===== src/rtl/mem_model_pkg.sv =====
// Shared definitions for the memory-model burst transmitter.
package mem_model_pkg;

   // FSM state encoding
   localparam logic IDLE  = 1'b0;
   localparam logic BURST = 1'b1;

   // Command word layout {len, addr}
   localparam int unsigned CMD_ADDR_LSB = 0;
   localparam int unsigned CMD_LEN_LSB  = 32;

   localparam int unsigned BOUNDARY_4K = 4096;

   // True when a burst starting at page offset off and spanning span bytes runs past the page end.
   function automatic logic crosses_4k(input logic [11:0] off, input logic [31:0] span);
      return (32'(off) + span) > 32'(BOUNDARY_4K);
   endfunction

endpackage


===== src/rtl/mem_model_burst_tx_obuf.sv =====
// Output skid FIFO holding {last, data} beats between the memory read port and the tx stream.
module mem_model_burst_tx_obuf #(
   parameter int unsigned DEPTH = 2,
   parameter int unsigned WIDTH = 33,
   parameter int unsigned CW    = $clog2(DEPTH + 1)
) (
   input  logic             clk,
   input  logic             reset,
   input  logic             push,
   input  logic [WIDTH-1:0] push_data,
   input  logic             pop,
   output logic [CW-1:0]    count,
   output logic [WIDTH-1:0] head
);

   localparam int unsigned PW = $clog2(DEPTH);

   logic [WIDTH-1:0] store [DEPTH];
   logic [PW-1:0]    wr_ptr;
   logic [PW-1:0]    rd_ptr;

   // Pointers wrap naturally because DEPTH is a power of two.
   always_ff @(posedge clk or posedge reset) begin
      if (reset) begin
         wr_ptr <= '0;
         rd_ptr <= '0;
         count  <= '0;
      end else begin
         if (push) wr_ptr <= wr_ptr + PW'(1);
         if (pop)  rd_ptr <= rd_ptr + PW'(1);
         count <= count + CW'(push) - CW'(pop);
      end
   end

   always_ff @(posedge clk) begin
      if (push) store[wr_ptr] <= push_data;
   end

   assign head = store[rd_ptr];

endmodule


===== src/rtl/mem_model_burst_tx.sv =====
// Burst transmitter: pops {len, addr} commands, reads words from the memory model, streams beats out.
// Optional 4 KB boundary checker enabled by MEM_MODEL_BURST_TX_BOUNDARY_CHK_EN.
module mem_model_burst_tx
   import mem_model_pkg::*;
#(
   parameter int unsigned ADDRW      = 32,
   parameter int unsigned LENW       = 12,
   parameter int unsigned DATAW      = 32,
   parameter int unsigned ADDR_INC   = 4,
   parameter int unsigned OBUF_DEPTH = 2
) (
   input  logic                  clk,
   input  logic                  reset,
   input  logic                  cmd_empty,
   input  logic [LENW+ADDRW-1:0] cmd_rdata,
   output logic                  cmd_read,
   output logic                  mem_rd,
   output logic [ADDRW-1:0]      mem_addr,
   input  logic [DATAW-1:0]      mem_rdata,
   output logic                  tx_valid,
   output logic [DATAW-1:0]      tx_data,
   output logic                  tx_last,
   input  logic                  tx_ready,
   output logic                  busy
`ifdef MEM_MODEL_BURST_TX_BOUNDARY_CHK_EN
   ,
   output logic                  burst_err
`endif
);

   localparam int unsigned CW     = $clog2(OBUF_DEPTH + 1);
   localparam int unsigned OW     = CW + 1;
   localparam int unsigned LEN_LO = CMD_ADDR_LSB + ADDRW;

   logic             state;
   logic             state_nxt;
   logic [ADDRW-1:0] addr_q;
   logic [LENW-1:0]  rem_q;
   logic             rd_pending;
   logic             rd_last;
   logic [ADDRW-1:0] cmd_addr;
   logic [LENW-1:0]  cmd_len;
   logic [CW-1:0]    obuf_count;
   logic [DATAW:0]   obuf_head;
   logic [OW-1:0]    occupancy;
   logic             beat_pop;
   logic             issue_ok;
   logic             last_issue;

   assign cmd_addr = cmd_rdata[CMD_ADDR_LSB +: ADDRW];
   assign cmd_len  = cmd_rdata[LEN_LO +: LENW];

   assign beat_pop   = tx_valid & tx_ready;
   // Count the outstanding read as occupied so its data always finds a free slot.
   assign occupancy  = OW'(obuf_count) + OW'(rd_pending) - OW'(beat_pop);
   assign issue_ok   = occupancy < OW'(OBUF_DEPTH);
   assign last_issue = (rem_q == LENW'(1));

   always_ff @(posedge clk or posedge reset) begin
      if (reset) state <= IDLE;
      else       state <= state_nxt;
   end

   always_comb begin
      state_nxt = state;
      case (state)
         IDLE:    if (!cmd_empty && (cmd_len != '0)) state_nxt = BURST;
         BURST:   if (issue_ok && last_issue) state_nxt = IDLE;
         default: state_nxt = IDLE;
      endcase
   end

   always_comb begin
      cmd_read = 1'b0;
      mem_rd   = 1'b0;
      case (state)
         IDLE:    cmd_read = !cmd_empty;
         BURST:   mem_rd   = issue_ok;
         default: ;
      endcase
   end

   // Burst address/length tracking and the one-deep read-in-flight tag.
   always_ff @(posedge clk or posedge reset) begin
      if (reset) begin
         addr_q     <= '0;
         rem_q      <= '0;
         rd_pending <= 1'b0;
         rd_last    <= 1'b0;
      end else begin
         if (cmd_read) begin
            addr_q <= cmd_addr;
            rem_q  <= cmd_len;
         end else if (mem_rd) begin
            addr_q <= addr_q + ADDRW'(ADDR_INC);
            rem_q  <= rem_q - LENW'(1);
         end
         rd_pending <= mem_rd;
         rd_last    <= mem_rd & last_issue;
      end
   end

   assign mem_addr = addr_q;

   mem_model_burst_tx_obuf #(
      .DEPTH (OBUF_DEPTH),
      .WIDTH (DATAW + 1),
      .CW    (CW)
   ) u_obuf (
      .clk       (clk),
      .reset     (reset),
      .push      (rd_pending),
      .push_data ({rd_last, mem_rdata}),
      .pop       (beat_pop),
      .count     (obuf_count),
      .head      (obuf_head)
   );

   // Head is gated so an empty buffer presents zero data and no last flag.
   assign tx_valid = (obuf_count != '0);
   assign tx_data  = tx_valid ? obuf_head[DATAW-1:0] : '0;
   assign tx_last  = tx_valid & obuf_head[DATAW];

   assign busy = (state != IDLE) | rd_pending | (obuf_count != '0);

`ifdef MEM_MODEL_BURST_TX_BOUNDARY_CHK_EN
   logic [31:0] burst_span;
   assign burst_span = 32'(cmd_len) * 32'(ADDR_INC);

   always_ff @(posedge clk or posedge reset) begin
      if (reset) burst_err <= 1'b0;
      else if (cmd_read && crosses_4k(cmd_addr[11:0], burst_span)) burst_err <= 1'b1;
   end
`endif

endmodule

===== config.mk =====
export PLATFORM = sky130hd
export DESIGN_NAME = mem_model_burst_tx
export DESIGN_NICKNAME = d
export VERILOG_FILES = /design/src/rtl/mem_model_pkg.sv /design/src/rtl/mem_model_burst_tx_obuf.sv /design/src/rtl/mem_model_burst_tx.sv
export SDC_FILE = /design/constraint.sdc
export NUM_CORES = 1
export LEC_CHECK = 0
export BUFFER_PORTS_ARGS = -buffer_cell sky130_fd_sc_hd__buf_2
export CAP_MARGIN = 10
export CORE_UTILIZATION = 35
export CTS_BUF_LIST = sky130_fd_sc_hd__clkbuf_4 sky130_fd_sc_hd__clkbuf_8
export CTS_CLUSTER_SIZE = 30
export DETAILED_ROUTE_END_ITERATION = 12
export PLACE_DENSITY_LB_ADDON = 0.1
export SLEW_MARGIN = 20
export SYNTH_ARGS = -nofsm -noshare
export SYNTH_HDL_FRONTEND = slang
export SYNTH_SLANG_ARGS = --single-unit
export TNS_END_PERCENT = 10

===== constraint.sdc =====
create_clock -name clk -period 6.79 [get_ports clk]
set_input_delay 0.679 -clock clk [delete_from_list [all_inputs] [get_ports clk]]
set_output_delay 0.679 -clock clk [all_outputs]
set_load 0.005 [all_outputs]

Word-level counts from Yosys, hierarchy flattened
Memories as Yosys holds them, arrays and structs flattened.
Index checks and enable logic that the tools add are counted.
{ "totals": {"mem_count": 1, "ramBits": 66, "inputBits": 80, "ff_bits": 51, "wordCells": 43, "out_inout_bits": 69} }
{ "op_classes": {"magnitude_cmp": 1, "bitwise_logic": 6, "n_eq_ne": 1, "reduce_logical": 6, "addsub": 8, "muxes": 12} }
{ "memory_table": {"columns": ["memory", "depth", "word_bits", "read_ports", "rd_clocked_by_memory_dff", "write_ports", "line_no", "rtl"], "rows": [
  ["u_obuf.store", 2, 33, 1, 0, 1, "mem_model_burst_tx_obuf.sv:18", "logic [WIDTH-1:0] store [DEPTH];"]
]} }
{ "ops": {"columns": ["cell", "n"], "rows": [
  ["32-bit 2-to-1 mux", 3],
  ["32-bit by 3-bit adder with 32-bit output (second input constant)", 1],
  ["12-bit 2-to-1 mux", 2],
  ["12-bit by 1-bit == test with 1-bit output (second input constant)", 1],
  ["12-bit nonzero test", 1],
  ["12-bit by 1-bit subtractor with 12-bit output (second input constant)", 1],
  ["1-bit 2-to-1 mux", 6],
  ["2-bit nonzero test", 2],
  ["2-bit by 1-bit adder with 3-bit output", 1],
  ["1-bit bitwise AND", 3],
  ["3-bit by 2-bit < comparator with 1-bit output (second input constant)", 1],
  ["3-bit by 1-bit subtractor with 3-bit output", 1],
  ["1-bit adder (second input constant)", 2],
  ["2-bit by 1-bit adder with 2-bit output", 1],
  ["1-bit logical AND", 2],
  ["1-bit OR", 2],
  ["1-bit one-hot mux with 2 select lines", 1],
  ["2-bit by 1-bit subtractor with 2-bit output", 1],
  ["1-bit logical NOT", 1],
  ["1-bit inverter", 1]
]} }

Longest topological paths before layout
Gate-level depths: netlist (run 1).
{ "depth": {"word_depth": 7, "mapped_depth": 14} }

Modules after synthesis
A second synthesis (run 1) with hierarchy kept.
{ "hier_totals": {"hier_cells": 461, "area_unflattened_um2": 5688.0} }
{ "by_module_without_submodules": {"columns": ["module", "n_inst", "area_per_inst_um2", "cells_per_inst"], "rows": [
  ["mem_model_burst_tx", 1, 2964.1, 344],
  ["mem_model_burst_tx_obuf", 1, 2723.9, 117]
]} }

Least setup slack after synthesis (run 1)
OpenSTA, ideal clock, no wires.
{ "synth_path": {"path_kind": "register -> output", "from": "register u_obuf.count[1]", "to": "output port mem_rd", "required_time_ps": 6111, "t_arrival_ps": 2750, "slack_ps": 3361, "path_stages_with_launch": 13, "cell_sequence": "dfrtp_1 nor2_1 nor2b_1 ha_1 inv_1 ha_1 fa_1 nor2b_1 clkbuf_1 nand2_1 inv_1 buf_4 buf_4"} }
{ "synth_between": {"elab_chain_cells": 5, "word_cells_on_any_way": 6, "classes_between": "2 x add/sub; 1 x order compare; 1 x mux; 1 x bitwise; 1 x reduce/logical"} }
{ "synth_rtl": {"columns": ["item", "line_no", "rtl"], "rows": [
  ["from (decl)", "mem_model_burst_tx_obuf.sv:12", "output logic [CW-1:0] count,"],
  ["from (signal assigned)", "mem_model_burst_tx_obuf.sv:31", "count <= count + CW'(push) - CW'(pop);"],
  ["2-bit nonzero test", "mem_model_burst_tx.sv:120", "assign tx_valid = (obuf_count != '0);"],
  ["1-bit bitwise AND", "mem_model_burst_tx.sv:53", "assign beat_pop = tx_valid & tx_ready;"],
  ["via beat_pop", "mem_model_burst_tx.sv:46", "logic beat_pop;"],
  ["3-bit by 1-bit subtractor with 3-bit output", "mem_model_burst_tx.sv:55", "assign occupancy = OW'(obuf_count) + OW'(rd_pending) - OW'(beat_pop);"],
  ["via occupancy[1]", "mem_model_burst_tx.sv:45", "logic [OW-1:0] occupancy;"],
  ["3-bit by 2-bit < comparator with 1-bit output", "mem_model_burst_tx.sv:56", "assign issue_ok = occupancy < OW'(OBUF_DEPTH);"],
  ["1-bit 2-to-1 mux", "mem_model_burst_tx.sv:76", "case (state)"],
  ["to (decl)", "mem_model_burst_tx.sv:17", "output logic mem_rd,"]
]} }
The timed path passes the listed nets, and every way through them passes these cells.

Final worst setup path (run 1)
Same ends and word-level chain as after synthesis.

==> impl_metrics.sql, run 1 <==
INSERT INTO impl_metrics (metric_group, metric, value, unit) VALUES
('run_status', 'outcome', 'complete, no violations', ''),
('floorplanning', 'initial_utilization', '36.3', '%'),
('timing', 'skew', '0.0123', 'ns'),
('timing', 'setup_tns', '0', 'ns'),
('floorplanning', 'rows', '45', ''),
('setup_path', 'crit_path_start_kind', 'flop', ''),
('pwr', 'irDropWorstVdd', '0.000241', 'V'),
('setup_path', 'highest_net_fanout_along_the_worst_path', '35', ''),
('global_routing', 'grt_overflow', '0', ''),
('detailed_routing', 'postRouteAntennaNets', '0', ''),
('logic_synthesis', 'yosysTopAreaCell', 'edfxtp_1', ''),
('timing', 'max_freq', '192', 'MHz'),
('cells_and_area', 'layout-area-overhead-vs-synth', '24.4', '%'),
('timing', 'final_hold_viol_count', '0', ''),
('logic_synthesis', 'synthArstFlopShare', '43.6', '%'),
('placement', 'io_buffers', '148', ''),
('detailed_routing', 'postRouteWirelength', '15000', 'um'),
('clocking', 'cts_buffers', '17', ''),
('logic_synthesis', 'synth.net_count', '574', ''),
('detailed_routing', 'detail_route.vias_per_cell', '5.24', ''),
('logic_synthesis', 'synth_top_cells_by_count', 'edfxtp_1, nor2_1, dfrtp_1', ''),
('timing', 'final.period_utilization', '76.7', '%'),
('pwr', 'static-leakage-power', '2.96', 'nW'),
('detailed_routing', 'remaining_drc_errors', '0', ''),
('cells_and_area', 'post_route_cells_drive_above_1_share', '30.3', '%'),
('logic_synthesis', 'synth.yosys.warnings', '0', ''),
('clocking', 'clockRootBuffer', 'clkbuf_8', ''),
('setup_path', 'crit_type', 'flop to primary output', ''),
('placement', 'placedCellCount', '824', ''),
('logic_synthesis', 'ys_seq_elements', '117', ''),
('clocking', 'clkLatencyLatePin', '0.44', 'ns'),
('logic_synthesis', 'seq_total_area_yosys', '58.3', '%'),
('placement', 'detailed_place_hpwl', '10100', 'um'),
('logic_synthesis', 'number_of_flops_mapped_to_enable_cells_by_yosys', '66', ''),
('timing', 'slew_violations', '0', ''),
('logic_synthesis', 'syn_std_cell_area', '0.00558', 'mm2'),
('global_routing', 'grt_pass1_wl', '23500', 'um'),
('setup_path', 'crit_arrival', '4.53', 'ns'),
('floorplanning', 'core_area', '0.0154', 'mm2'),
('floorplanning', 'die_x', '128', 'um'),
('logic_synthesis', 'synth_most_common_cell', 'edfxtp_1', ''),
('logic_synthesis', 'ys_top_cells_by_area', 'edfxtp_1, dfrtp_1, mux2i_1, nor2_1, nand2_1', ''),
('setup_path', 'timing.critical_path.to_type', 'primary output', ''),
('clocking', 'cts_num_sinks', '117', ''),
('timing', 'slew_headroom', '30.2', '%'),
('cells_and_area', 'final.fill_count', '1515', ''),
('global_routing', 'initial_antenna_violation_count', '0', ''),
('timing', 'unrepaired_setup_endpoints_after_global_routing', 'no', ''),
('cells_and_area', 'finalNetCount', '718', ''),
('floorplanning', 'die_height', '128', 'um'),
('clocking', 'ctsLongestPathBuffers', '2', ''),
('placement', 'finalWeightedCongestion', '0.822', ''),
('clocking', 'postCtsHoldBufs', '0', ''),
('timing', 'setup_viol_count_final', '0', ''),
('global_routing', 'maximum_number_of_pins_on_one_net_before_global_route_repair', '52', ''),
('run', 'max_cap_violations', '0', ''),
('timing', 'layout_min_cycle_time', '5.20', 'ns'),
('logic_synthesis', 'synth_flop_cell', 'edfxtp_1', ''),
('clocking', 'clock_tree_from_tritoncts', 'built', ''),
('pwr', 'power_per_cell_area', '429', 'mW/mm2'),
('cells_and_area', 'final_cells', '855', ''),
('floorplanning', 'io_pins', '149', ''),
('floorplanning', 'fp.dieArea', '0.0165', 'mm2'),
('hold_path', 'min-delay-path-class', 'input port to async pin', ''),
('detailed_routing', 'drt_first_iter_violations', '362', ''),
('logic_synthesis', 'synthesis.area_per_instance', '11.4', 'um2'),
('timing', 'worst_slew_pin_slew', '1.05', 'ns'),
('logic_synthesis', 'synth_cell_types', '54', ''),
('global_routing', 'grt_util_all_layers', '18.9', '%'),
('clocking', 'clkSlewWorstSetupHoldPaths', '0.07', 'ns'),
('detailed_routing', 'firstDrtPassIters', '5', ''),
('detailed_routing', 'dr_total_vias', '4476', ''),
('clocking', 'htree_levels', '4', ''),
('setup_path', 'timing.critical_path.required', '6.11', 'ns'),
('global_routing', 'vias_in_the_first_global_route', '4449', ''),
('logic_synthesis', 'synthesis.instances', '488', ''),
('clocking', 'postCtsResizedCells', '0', ''),
('cells_and_area', 'n_antenna_cell', '0', ''),
('detailed_routing', 'avgRoutedWirePerCell', '17.5', 'um'),
('logic_synthesis', 'synth_top_cell_area_share', '35.5', '%'),
('clocking', 'post_cts.repair.setup_buffers', '0', '');
-- state kept, by name (all words and copies together), names as in the netlist, 2 cells and up --
| register | cells |
|---|---|
| mem_addr | 32 |
| u_obuf.store | 66 |
| u_obuf.count | 2 |
| rem_q | 12 |
-- stage by stage --
stage               setup WS [ns]  util (%)  hold WS [ns]  power [mW]  area, um2
floorplan                    3.36         -         0.420        1.87       5580
global placement             2.12      42.4         0.426        2.30       6520
detailed placement           2.02      42.4         0.429        2.32       6520
CTS                          1.53      45.2         0.395        3.02       6950
global route                 1.07      45.2         0.388        3.21       6950
finish                       1.59      45.2         0.426        2.98       6950
-- worst max-delay path: stages (launching register included) --
cell and delay [ns]:
dfrtp_1 0.45, nor2_2 0.10, buf_4 0.35, nor2b_1 0.14, ha_1 0.29, inv_1 0.04, ha_1 0.18, fa_1 0.48
nor2b_1 0.45, nand2_1 0.67, inv_1 0.50, buf_4 0.30, buf_2 0.15
-- cell usage in the layout (no fill, tap or decap), types with 4 or more instances in the layout --
cell,synthesis,routed
nand3_1,25,25
mux2i_1,33,33
buf_2,1,148
nor3_1,8,8
nor4_1,13,13
ha_1,5,5
or3_1,13,13
or4_1,8,8
clkbuf_8,0,17
a22oi_1,8,8
edfxtp_1,66,66
a221o_1,11,11
dfrtp_1,51,50
o21ai_0,9,9
buf_4,3,5
o311ai_0,9,9
and3_1,5,5
nand2_1,41,41
inv_1,16,15
o211ai_1,14,14
bufinv_16,0,4
nor2_1,52,51
nand4_1,16,16
-- per-layer routing --
| layer | global-route usage, % | wire length [um] |
|---|---|---|
| met5 | 0 | 0 |
| met4 | 7.68 | 217 |
| met3 | 5.34 | 956 |
| met2 | 30.7 | 7080 |
| met1 | 23.7 | 6730 |
-- cell families after synthesis --
| family | Yosys count | share of synthesized area [%] |
|---|---|---|
| buffers and inverters | 44 | 3.23 |
| AND/OR/NAND/NOR | 202 | 18.7 |
| multiplexers | 33 | 5.92 |
| adder cells (fa/ha/maj) | 6 | 1.48 |
| AO/OA/AOI/OAI | 81 | 11.4 |
| flip-flops | 117 | 58.3 |
| XOR/XNOR | 5 | 0.919 |
-- cell type report --
cell class / count / area [um2] / share of cell area [%]
Multi-Input combinational cell: 327 / 2160 / 31.1
Inverter: 16 / 60.1 / 0.865
Sequential cell: 117 / 3260 / 46.9
Timing Repair Buffer: 153 / 778 / 11.2
Clock buffer: 18 / 241 / 3.48
Clock inverter: 13 / 183 / 2.63
Tap cell: 211 / 264 / 3.80
-- final timing paths --
check	start	endpoint	slack [ns]	cells after the start
worst max-delay path	u_obuf.count[1]$_DFF_PP0_	mem_rd	1.59	12
worst min-delay path	reset	mem_addr[10]$_DFFE_PP0P_	0.43	3
min in group clk	mem_rdata[10]	u_obuf.store[1][10]$_DFFE_PP_	0.43	1
worst max register to register	u_obuf.count[1]$_DFF_PP0_	mem_addr[29]$_DFFE_PP0P_	2.27	13
max in group asynchronous	reset	u_obuf.rd_ptr$_DFFE_PP0P_	5.86	3
worst min register to register	rd_last$_DFF_PP0_	u_obuf.store[1][32]$_DFFE_PP_	0.43	0
-- power breakdown --
group | total (mW) | internal, mW | switching (mW)
clock | 0.688 | 0.401 | 0.288
sequential | 1.14 | 0.950 | 0.194
combinational | 1.15 | 0.470 | 0.680
Note: power is estimated with default switching activity, not from simulation.
==> inputs of run 2 (changes only) <==
- ABC_AREA: unset -> 1
- clock period: 6.79 -> 5 ns (I/O delays scaled with it)
==> run 2 against run 1 <==
  * Worst setup slack worse by 0.40 ns
  * Largest cell class unchanged
  * Clock power is 25% higher
  * Cell count is 24% higher
  * Die area is 4.4% higher
  * Synthesized cell count is 40% higher
  * Sequential power is 32% higher
  * Wire length is 0.16% higher
==> impl_metrics.sql, run 2 <==
INSERT INTO impl_metrics (metric_group, metric, value, unit) VALUES
('logic_synthesis', 'synthesis.area_per_instance', '8.56', 'um2'),
('setup_path', 'worst-r2r-cell-count', '14', ''),
('timing', 'worst_slew_pin_slew', '1.06', 'ns'),
('detailed_routing', 'avgRoutedWirePerCell', '14.2', 'um'),
('setup_path', 'crit_arrival', '3.32', 'ns'),
('timing', 'slew_headroom', '29.2', '%'),
('clocking', 'clkLatencyLatePin', '0.43', 'ns'),
('clocking', 'htree_levels', '4', ''),
('pwr', 'irDropWorstVdd', '0.000262', 'V'),
('global_routing', 'vias_in_the_first_global_route', '4875', ''),
('setup_path', 'critical_path.reg2reg.startpoint', 'u_obuf.count[1]$_DFF_PP0_', ''),
('cells_and_area', 'final.fill_count', '1623', ''),
('floorplanning', 'initial_utilization', '36.3', '%'),
('pwr', 'power_per_cell_area', '551', 'mW/mm2'),
('timing', 'skew', '0.00611', 'ns'),
('timing', 'fin_worst_hold_slack', '0.244', 'ns'),
('timing', 'unrepaired_setup_endpoints_after_global_routing', 'no', ''),
('cells_and_area', 'layout-area-overhead-vs-synth', '23.2', '%'),
('detailed_routing', 'detail_route.vias_per_cell', '4.68', ''),
('hold_path', 'min-delay-path-class', 'input port to async pin', ''),
('timing', 'setup_tns', '0', 'ns'),
('logic_synthesis', 'synth_simple_gate_area_share', '27.8', '%'),
('logic_synthesis', 'yosysTopAreaCell', 'edfxtp_1', ''),
('global_routing', 'grt_pass1_wl', '23400', 'um'),
('cells_and_area', 'area_of_combinational_cells_with_multiple_inputs', '0.00225', 'mm2'),
('clocking', 'cts_buffers', '17', ''),
('logic_synthesis', 'synth_top_cells_by_count', 'nand2_1, edfxtp_1, nor2_1', ''),
('setup_path', 'slowest_cell_on_the_critical_path', 'inv_2', ''),
('clocking', 'postCtsHoldBufs', '0', ''),
('clocking', 'postCtsResizedCells', '0', ''),
('clocking', 'post_cts.repair.setup_buffers', '0', ''),
('logic_synthesis', 'combinational_family_with_the_most_area_after_synthesis', 'simple AND/OR/NAND/NOR gates', ''),
('logic_synthesis', 'synth.yosys.warnings', '0', ''),
('clocking', 'cts_num_sinks', '117', ''),
('placement', 'detailed_place_hpwl', '10300', 'um'),
('logic_synthesis', 'syn_std_cell_area', '0.00583', 'mm2'),
('setup_path', 'timing.critical_path.slowest_cell_delay', '0.62', 'ns'),
('detailed_routing', 'dr_total_vias', '4965', ''),
('logic_synthesis', 'synthesis.instances', '681', ''),
('cells_and_area', 'n_antenna_cell', '0', ''),
('global_routing', 'initial_antenna_violation_count', '0', ''),
('setup_path', 'crit_start', 'u_obuf.count[1]$_DFF_PP0_', ''),
('logic_synthesis', 'ys_seq_elements', '117', ''),
('logic_synthesis', 'synth_mux_area_share', '0', '%'),
('placement', 'io_buffers', '148', ''),
('global_routing', 'grt_overflow', '0', ''),
('placement', 'finalWeightedCongestion', '0.848', ''),
('global_routing', 'grt_util_all_layers', '18.2', '%'),
('logic_synthesis', 'synth_top_cell_area_share', '34.0', '%'),
('placement', 'placedCellCount', '1028', ''),
('cells_and_area', 'postLayoutCellArea', '0.00718', 'mm2'),
('timing', 'slew_violations', '0', ''),
('timing', 'final_hold_viol_count', '0', ''),
('cells_and_area', 'final_cells', '1060', ''),
('logic_synthesis', 'synth_fa_ha_area_share', '1.42', '%'),
('floorplanning', 'die_x', '131', 'um'),
('run', 'max_cap_violations', '0', ''),
('logic_synthesis', 'seq_total_area_yosys', '55.9', '%'),
('logic_synthesis', 'ys_top_cells_by_area', 'edfxtp_1, dfrtp_1, nand2_1, nand3_1, nor2_1', ''),
('clocking', 'clockRootBuffer', 'clkbuf_8', ''),
('detailed_routing', 'firstDrtPassIters', '4', ''),
('timing', 'final.period_utilization', '76.3', '%'),
('logic_synthesis', 'post_synth_xor_area_fraction', '2.55', '%'),
('cells_and_area', 'layout.area.seq', '0.00326', 'mm2'),
('logic_synthesis', 'number_of_flops_mapped_to_enable_cells_by_yosys', '66', ''),
('setup_path', 'crit_buf_inv', '3', ''),
('floorplanning', 'rows', '46', ''),
('clocking', 'clock_tree_from_tritoncts', 'built', ''),
('setup_path', 'critical_path_depth', '10', ''),
('setup_path', 'highest_net_fanout_along_the_worst_path', '33', ''),
('setup_path', 'endpoint', 'mem_rd', ''),
('placement', 'detailed_place.area', '0.00679', 'mm2'),
('pwr', 'static-leakage-power', '3.24', 'nW'),
('clocking', 'ctsLongestPathBuffers', '2', ''),
('cells_and_area', 'register_with_the_highest_flop_count', 'u_obuf.store', ''),
('floorplanning', 'fp.dieArea', '0.0172', 'mm2'),
('cells_and_area', 'layout.cells.most_common_list', 'nand2_1, buf_2, edfxtp_1', ''),
('setup_path', 'timing.reg2reg.setup_slack', '1.85', 'ns'),
('floorplanning', 'io_pins', '149', ''),
('cells_and_area', 'most_common_cell_after_layout_fill_and_taps_aside', 'nand2_1', ''),
('cells_and_area', 'finalNetCount', '917', ''),
('detailed_routing', 'remaining_drc_errors', '0', ''),
('timing', 'post-route-worst-setup-slack', '1.18', 'ns'),
('clocking', 'clkSlewWorstSetupHoldPaths', '0.07', 'ns'),
('setup_path', 'cell_chain_of_the_critical_path', 'nor2_2, nor2_1, ha_1, inv_1, ha_1, fa_1, nor2_2, nand3_2, inv_2, buf_2', ''),
('setup_path', 'crit_path_start_kind', 'flop', ''),
('setup_path', 'r2r_endpoint', 'mem_addr[17]$_DFFE_PP0P_', ''),
('floorplanning', 'core_area', '0.0161', 'mm2'),
('cells_and_area', 'finish.utilization', '44.7', '%'),
('timing', 'setup_viol_count_final', '0', ''),
('floorplanning', 'die_height', '131', 'um'),
('global_routing', 'maximum_number_of_pins_on_one_net_before_global_route_repair', '52', ''),
('detailed_routing', 'postRouteWirelength', '15000', 'um'),
('setup_path', 'cp_top_family', 'adder cells', ''),
('timing', 'layout_min_cycle_time', '3.82', 'ns'),
('placement', 'preCtsSetupSlack', '1.47', 'ns'),
('pwr', 'totalPowerFinal', '3.96', 'mW'),
('logic_synthesis', 'synth_cell_types', '33', ''),
('run_status', 'outcome', 'complete, no violations', ''),
('logic_synthesis', 'synth_flop_cell', 'edfxtp_1', ''),
('detailed_routing', 'postRouteAntennaNets', '0', ''),
('logic_synthesis', 'synth.net_count', '767', ''),
('cells_and_area', 'post_route_cells_drive_above_1_share', '25.4', '%'),
('detailed_routing', 'drt_first_iter_violations', '293', ''),
('logic_synthesis', 'synth_most_common_cell', 'nand2_1', ''),
('setup_path', 'timing.critical_path.required', '4.50', 'ns'),
('logic_synthesis', 'area_fraction_in_compound_gates_after_synthesis', '6.63', '%'),
('logic_synthesis', 'synthArstFlopShare', '43.6', '%'),
('timing', 'max_freq', '262', 'MHz'),
('setup_path', 'timing.critical_path.to_type', 'primary output', ''),
('cells_and_area', 'largest_register_ffs', '66', ''),
('setup_path', 'crit_type', 'flop to primary output', '');
[run 2: cell types whose count changed in the layout (fill, tap and decap cells not counted), sizes merged, moves of 17 or more]
cell   change
a21oi     +31
inv       +44
nand2    +218
nand3     +29
nand4     -17
nor2      +21
mux2i     -33
[run 2: logic make-up after synthesis]
kind of cell / count (synthesis)
AO/OA/AOI/OAI: 68
XOR/XNOR: 17
adder cells (fa/ha/maj): 6
buffers and inverters: 83
flip-flops: 117
AND/OR/NAND/NOR: 390
[run 2: worst min-delay path by stage]
stage | start | end | slack (ns) | cells after the start
2_1_floorplan | rd_last$_DFF_PP0_ | u_obuf.store[0][32]$_DFFE_PP_ | 0.42 | 0
3_3_place_gp | rd_last$_DFF_PP0_ | u_obuf.store[0][32]$_DFFE_PP_ | 0.43 | 0
3_5_place_dp | rd_last$_DFF_PP0_ | u_obuf.store[1][32]$_DFFE_PP_ | 0.43 | 0
4_1_cts | mem_rdata[7] | u_obuf.store[0][7]$_DFFE_PP_ | 0.21 | 1
5_1_grt | mem_rdata[7] | u_obuf.store[1][7]$_DFFE_PP_ | 0.21 | 1
6_report | reset | state$_DFF_PP0_ | 0.24 | 3
[run 2: metal layers]
layer	share of wire, %	wire length, um	track usage, %
met5	0	0	0
met4	0.67	100	4.94
met3	7.0	1050	4.99
met2	48	7140	31.6
met1	45	6710	22.3
[run 2: final cells by class]
| cell class | count | share of cell area, % |
|---|---|---|
| timing repair buffer | 153 | 10.8 |
| clock inverter | 14 | 2.13 |
| multi-input combinational | 481 | 31.4 |
| inverter | 61 | 3.19 |
| clock buffer | 18 | 3.36 |
| sequential | 117 | 45.4 |
| tap | 216 | 3.76 |
[run 2: tightest hold or removal path: cells and delay by family]
family / cells / cell delay (ns)
buffers and inverters: 3 / 0.66
[run 2: report_power, final]
| part | internal (mW) | switching [mW] |
|---|---|---|
| clock network | 0.451 | 0.407 |
| registers | 1.32 | 0.192 |
| logic | 0.547 | 1.04 |
==> inputs of run 3 (changes only) <==
- ABC_AREA: 1 -> 0
- clock period: 5 -> 3.92 ns (I/O delays scaled with it)
==> run 3 against run 2 <==
  * Sequential power rose by 31%
  * Sequential share of layout area rose by 1.4 points
  * Clock skew rose by 0.0087 ns
  * Clock-buffer cell count fell by 1
  * Wire length fell by 2.0%
  * Core utilization rose by 0.58 points
  * Cell count fell by 19%
  * Clock power rose by 42%
  * Worst setup slack got worse by 0.75 ns
  * Hold slack got worse by 0.23 ns
  * First-iteration DRC count fell by 25%
==> impl_metrics.sql, run 3 (same netlist as run 1, synthesis figures left out) <==
INSERT INTO impl_metrics (metric_group, metric, value, unit) VALUES
('pwr', 'irDropWorstVdd', '0.000403', 'V'),
('setup_path', 'crit_arrival', '3.09', 'ns'),
('clocking', 'clock_tree_from_tritoncts', 'built', ''),
('setup_path', 'critical_path.reg2reg.startpoint', 'u_obuf.count[1]$_DFF_PP0_', ''),
('setup_path', 'crit_path_start_kind', 'flop', ''),
('floorplanning', 'io_pins', '149', ''),
('detailed_routing', 'avgRoutedWirePerCell', '17.2', 'um'),
('clocking', 'clkLatencyLatePin', '0.45', 'ns'),
('setup_path', 'cell_chain_of_the_critical_path', 'nor2_2, nor2b_1, ha_1, inv_1, ha_1, fa_1, nor2b_2, nand2_1, inv_1, buf_2', ''),
('clocking', 'postCtsResizedCells', '0', ''),
('floorplanning', 'die_height', '128', 'um'),
('setup_path', 'r2r_endpoint', 'rem_q[3]$_DFFE_PP0P_', ''),
('timing', 'slew_headroom', '30.9', '%'),
('floorplanning', 'core_area', '0.0154', 'mm2'),
('setup_path', 'worst-r2r-cell-count', '10', ''),
('clocking', 'cts_num_sinks', '117', ''),
('cells_and_area', 'layout-area-overhead-vs-synth', '24.7', '%'),
('setup_path', 'timing.reg2reg.setup_slack', '0.58', 'ns'),
('timing', 'unrepaired_setup_endpoints_after_global_routing', 'no', ''),
('detailed_routing', 'postRouteWirelength', '14700', 'um'),
('clocking', 'postCtsHoldBufs', '0', ''),
('hold_path', 'min-delay-path-class', 'input port to async pin', ''),
('setup_path', 'crit_buf_inv', '3', ''),
('cells_and_area', 'layout.cells.most_common_list', 'buf_2, edfxtp_1, nor2_1', ''),
('placement', 'finalWeightedCongestion', '0.804', ''),
('timing', 'final.period_utilization', '88.9', '%'),
('setup_path', 'cp_top_family', 'adder cells', ''),
('cells_and_area', 'n_antenna_cell', '0', ''),
('clocking', 'cts_buffers', '17', ''),
('timing', 'worst_slew_pin_slew', '1.04', 'ns'),
('clocking', 'post_cts.repair.setup_buffers', '0', ''),
('clocking', 'htree_levels', '4', ''),
('cells_and_area', 'register_with_the_highest_flop_count', 'u_obuf.store', ''),
('setup_path', 'timing.critical_path.slowest_cell_delay', '0.48', 'ns'),
('global_routing', 'initial_antenna_violation_count', '1', ''),
('floorplanning', 'fp.dieArea', '0.0165', 'mm2'),
('floorplanning', 'die_x', '128', 'um'),
('setup_path', 'crit_type', 'flop to primary output', ''),
('global_routing', 'grt_util_all_layers', '18.8', '%'),
('global_routing', 'vias_in_the_first_global_route', '4457', ''),
('run', 'max_cap_violations', '0', ''),
('placement', 'preCtsSetupSlack', '0.591', 'ns'),
('timing', 'slew_violations', '0', ''),
('clocking', 'ctsLongestPathBuffers', '2', ''),
('detailed_routing', 'firstDrtPassIters', '4', ''),
('timing', 'setup_viol_count_final', '0', ''),
('placement', 'io_buffers', '148', ''),
('pwr', 'static-leakage-power', '2.98', 'nW'),
('setup_path', 'slowest_cell_on_the_critical_path', 'fa_1', ''),
('detailed_routing', 'remaining_drc_errors', '0', ''),
('timing', 'skew', '0.0148', 'ns'),
('run_status', 'outcome', 'complete, no violations', ''),
('timing', 'final_hold_viol_count', '0', ''),
('global_routing', 'use_met3', '5.13', '%'),
('pwr', 'totalPowerFinal', '5.21', 'mW'),
('detailed_routing', 'postRouteAntennaNets', '0', ''),
('global_routing', 'grt_pass1_wl', '23400', 'um'),
('clocking', 'clkSlewWorstSetupHoldPaths', '0.08', 'ns'),
('global_routing', 'met1_capacity_usage_during_global_routing', '24.3', '%'),
('detailed_routing', 'drt_first_iter_violations', '220', ''),
('clocking', 'clockRootBuffer', 'clkbuf_8', ''),
('global_routing', 'grt_overflow', '0', ''),
('detailed_routing', 'detail_route.vias_per_cell', '5.31', ''),
('pwr', 'power_per_cell_area', '748', 'mW/mm2'),
('placement', 'detailed_place_hpwl', '10100', 'um'),
('detailed_routing', 'dr_total_vias', '4552', ''),
('setup_path', 'highest_net_fanout_along_the_worst_path', '14', ''),
('setup_path', 'timing.critical_path.to_type', 'primary output', ''),
('global_routing', 'maximum_number_of_pins_on_one_net_before_global_route_repair', '49', ''),
('global_routing', 'gr-max-usage-layer', 'met2', ''),
('floorplanning', 'rows', '45', ''),
('setup_path', 'timing.critical_path.required', '3.53', 'ns'),
('global_routing', 'grt_util_met2', '29.8', '%'),
('cells_and_area', 'finalNetCount', '719', ''),
('cells_and_area', 'post_route_cells_drive_above_1_share', '30.5', '%'),
('floorplanning', 'initial_utilization', '36.3', '%'),
('cells_and_area', 'largest_register_ffs', '66', ''),
('cells_and_area', 'most_common_cell_after_layout_fill_and_taps_aside', 'buf_2', ''),
('timing', 'max_freq', '287', 'MHz'),
('timing', 'layout_min_cycle_time', '3.48', 'ns'),
('timing', 'setup_tns', '0', 'ns'),
('timing', 'post-route-worst-setup-slack', '0.436', 'ns');
==> run 3: where the power goes <==
| part | total (mW) | internal, mW | switching [mW] |
|---|---|---|---|
| registers | 1.98 | 1.65 | 0.339 |
| clock network | 1.22 | 0.697 | 0.528 |
| logic | 2.00 | 0.826 | 1.17 |
==> run 3: worst max path at each step <==
stage                         startpoint                        to  slack [ns]  depth (start not counted)
2_1_floorplan  u_obuf.count[1]$_DFF_PP0_                    mem_rd        0.78                         12
3_3_place_gp                    tx_ready  mem_addr[10]$_DFFE_PP0P_        0.70                         10
3_5_place_dp   u_obuf.count[1]$_DFF_PP0_  mem_addr[25]$_DFFE_PP0P_        0.59                         12
4_1_cts        u_obuf.count[1]$_DFF_PP0_                    mem_rd        0.21                         10
5_1_grt        u_obuf.count[1]$_DFF_PP0_                    mem_rd        0.21                         10
6_report       u_obuf.count[1]$_DFF_PP0_                    mem_rd        0.44                         10
==> run 3: cell type report <==
cell class,instances,area (um2)
fillers,1476,8410
flip-flops and latches,117,3260
multi-input cells,327,2160
repair buffers,154,786
well taps,211,264
clock buffers,17,234
clock inverters,15,203
inverters,16,60.1
==> run 3: routing by layer <==
layer,vias up,share of wire (%)
met5,-,0.082
met4,2,1.8
met3,23,6.8
met2,152,47
met1,2209,45
li1,2166,-
==> run 3: metrics by stage <==
step                      hold WS (ns)  utilization (%)  instances  instance area [um2]
after floorplan                  0.420                -        488                 5580
after global placement           0.428             42.5        825                 6530
after detailed placement         0.431             42.5        825                 6530
after CTS                       0.0154             45.3        857                 6960
after global routing            0.0533             45.3        857                 6970
final                           0.0147             45.3        857                 6970
==> run 3: worst register-to-register path: stages, from the launching register on <==
cell      delay (ns)
dfrtp_1         0.45
nor2_2          0.14
nor2b_1         0.08
ha_1            0.27
inv_1           0.04
ha_1            0.18
fa_1            0.48
nand2b_1        0.41
o21ai_0         0.66
o21ai_0         0.20
a221o_1         0.34
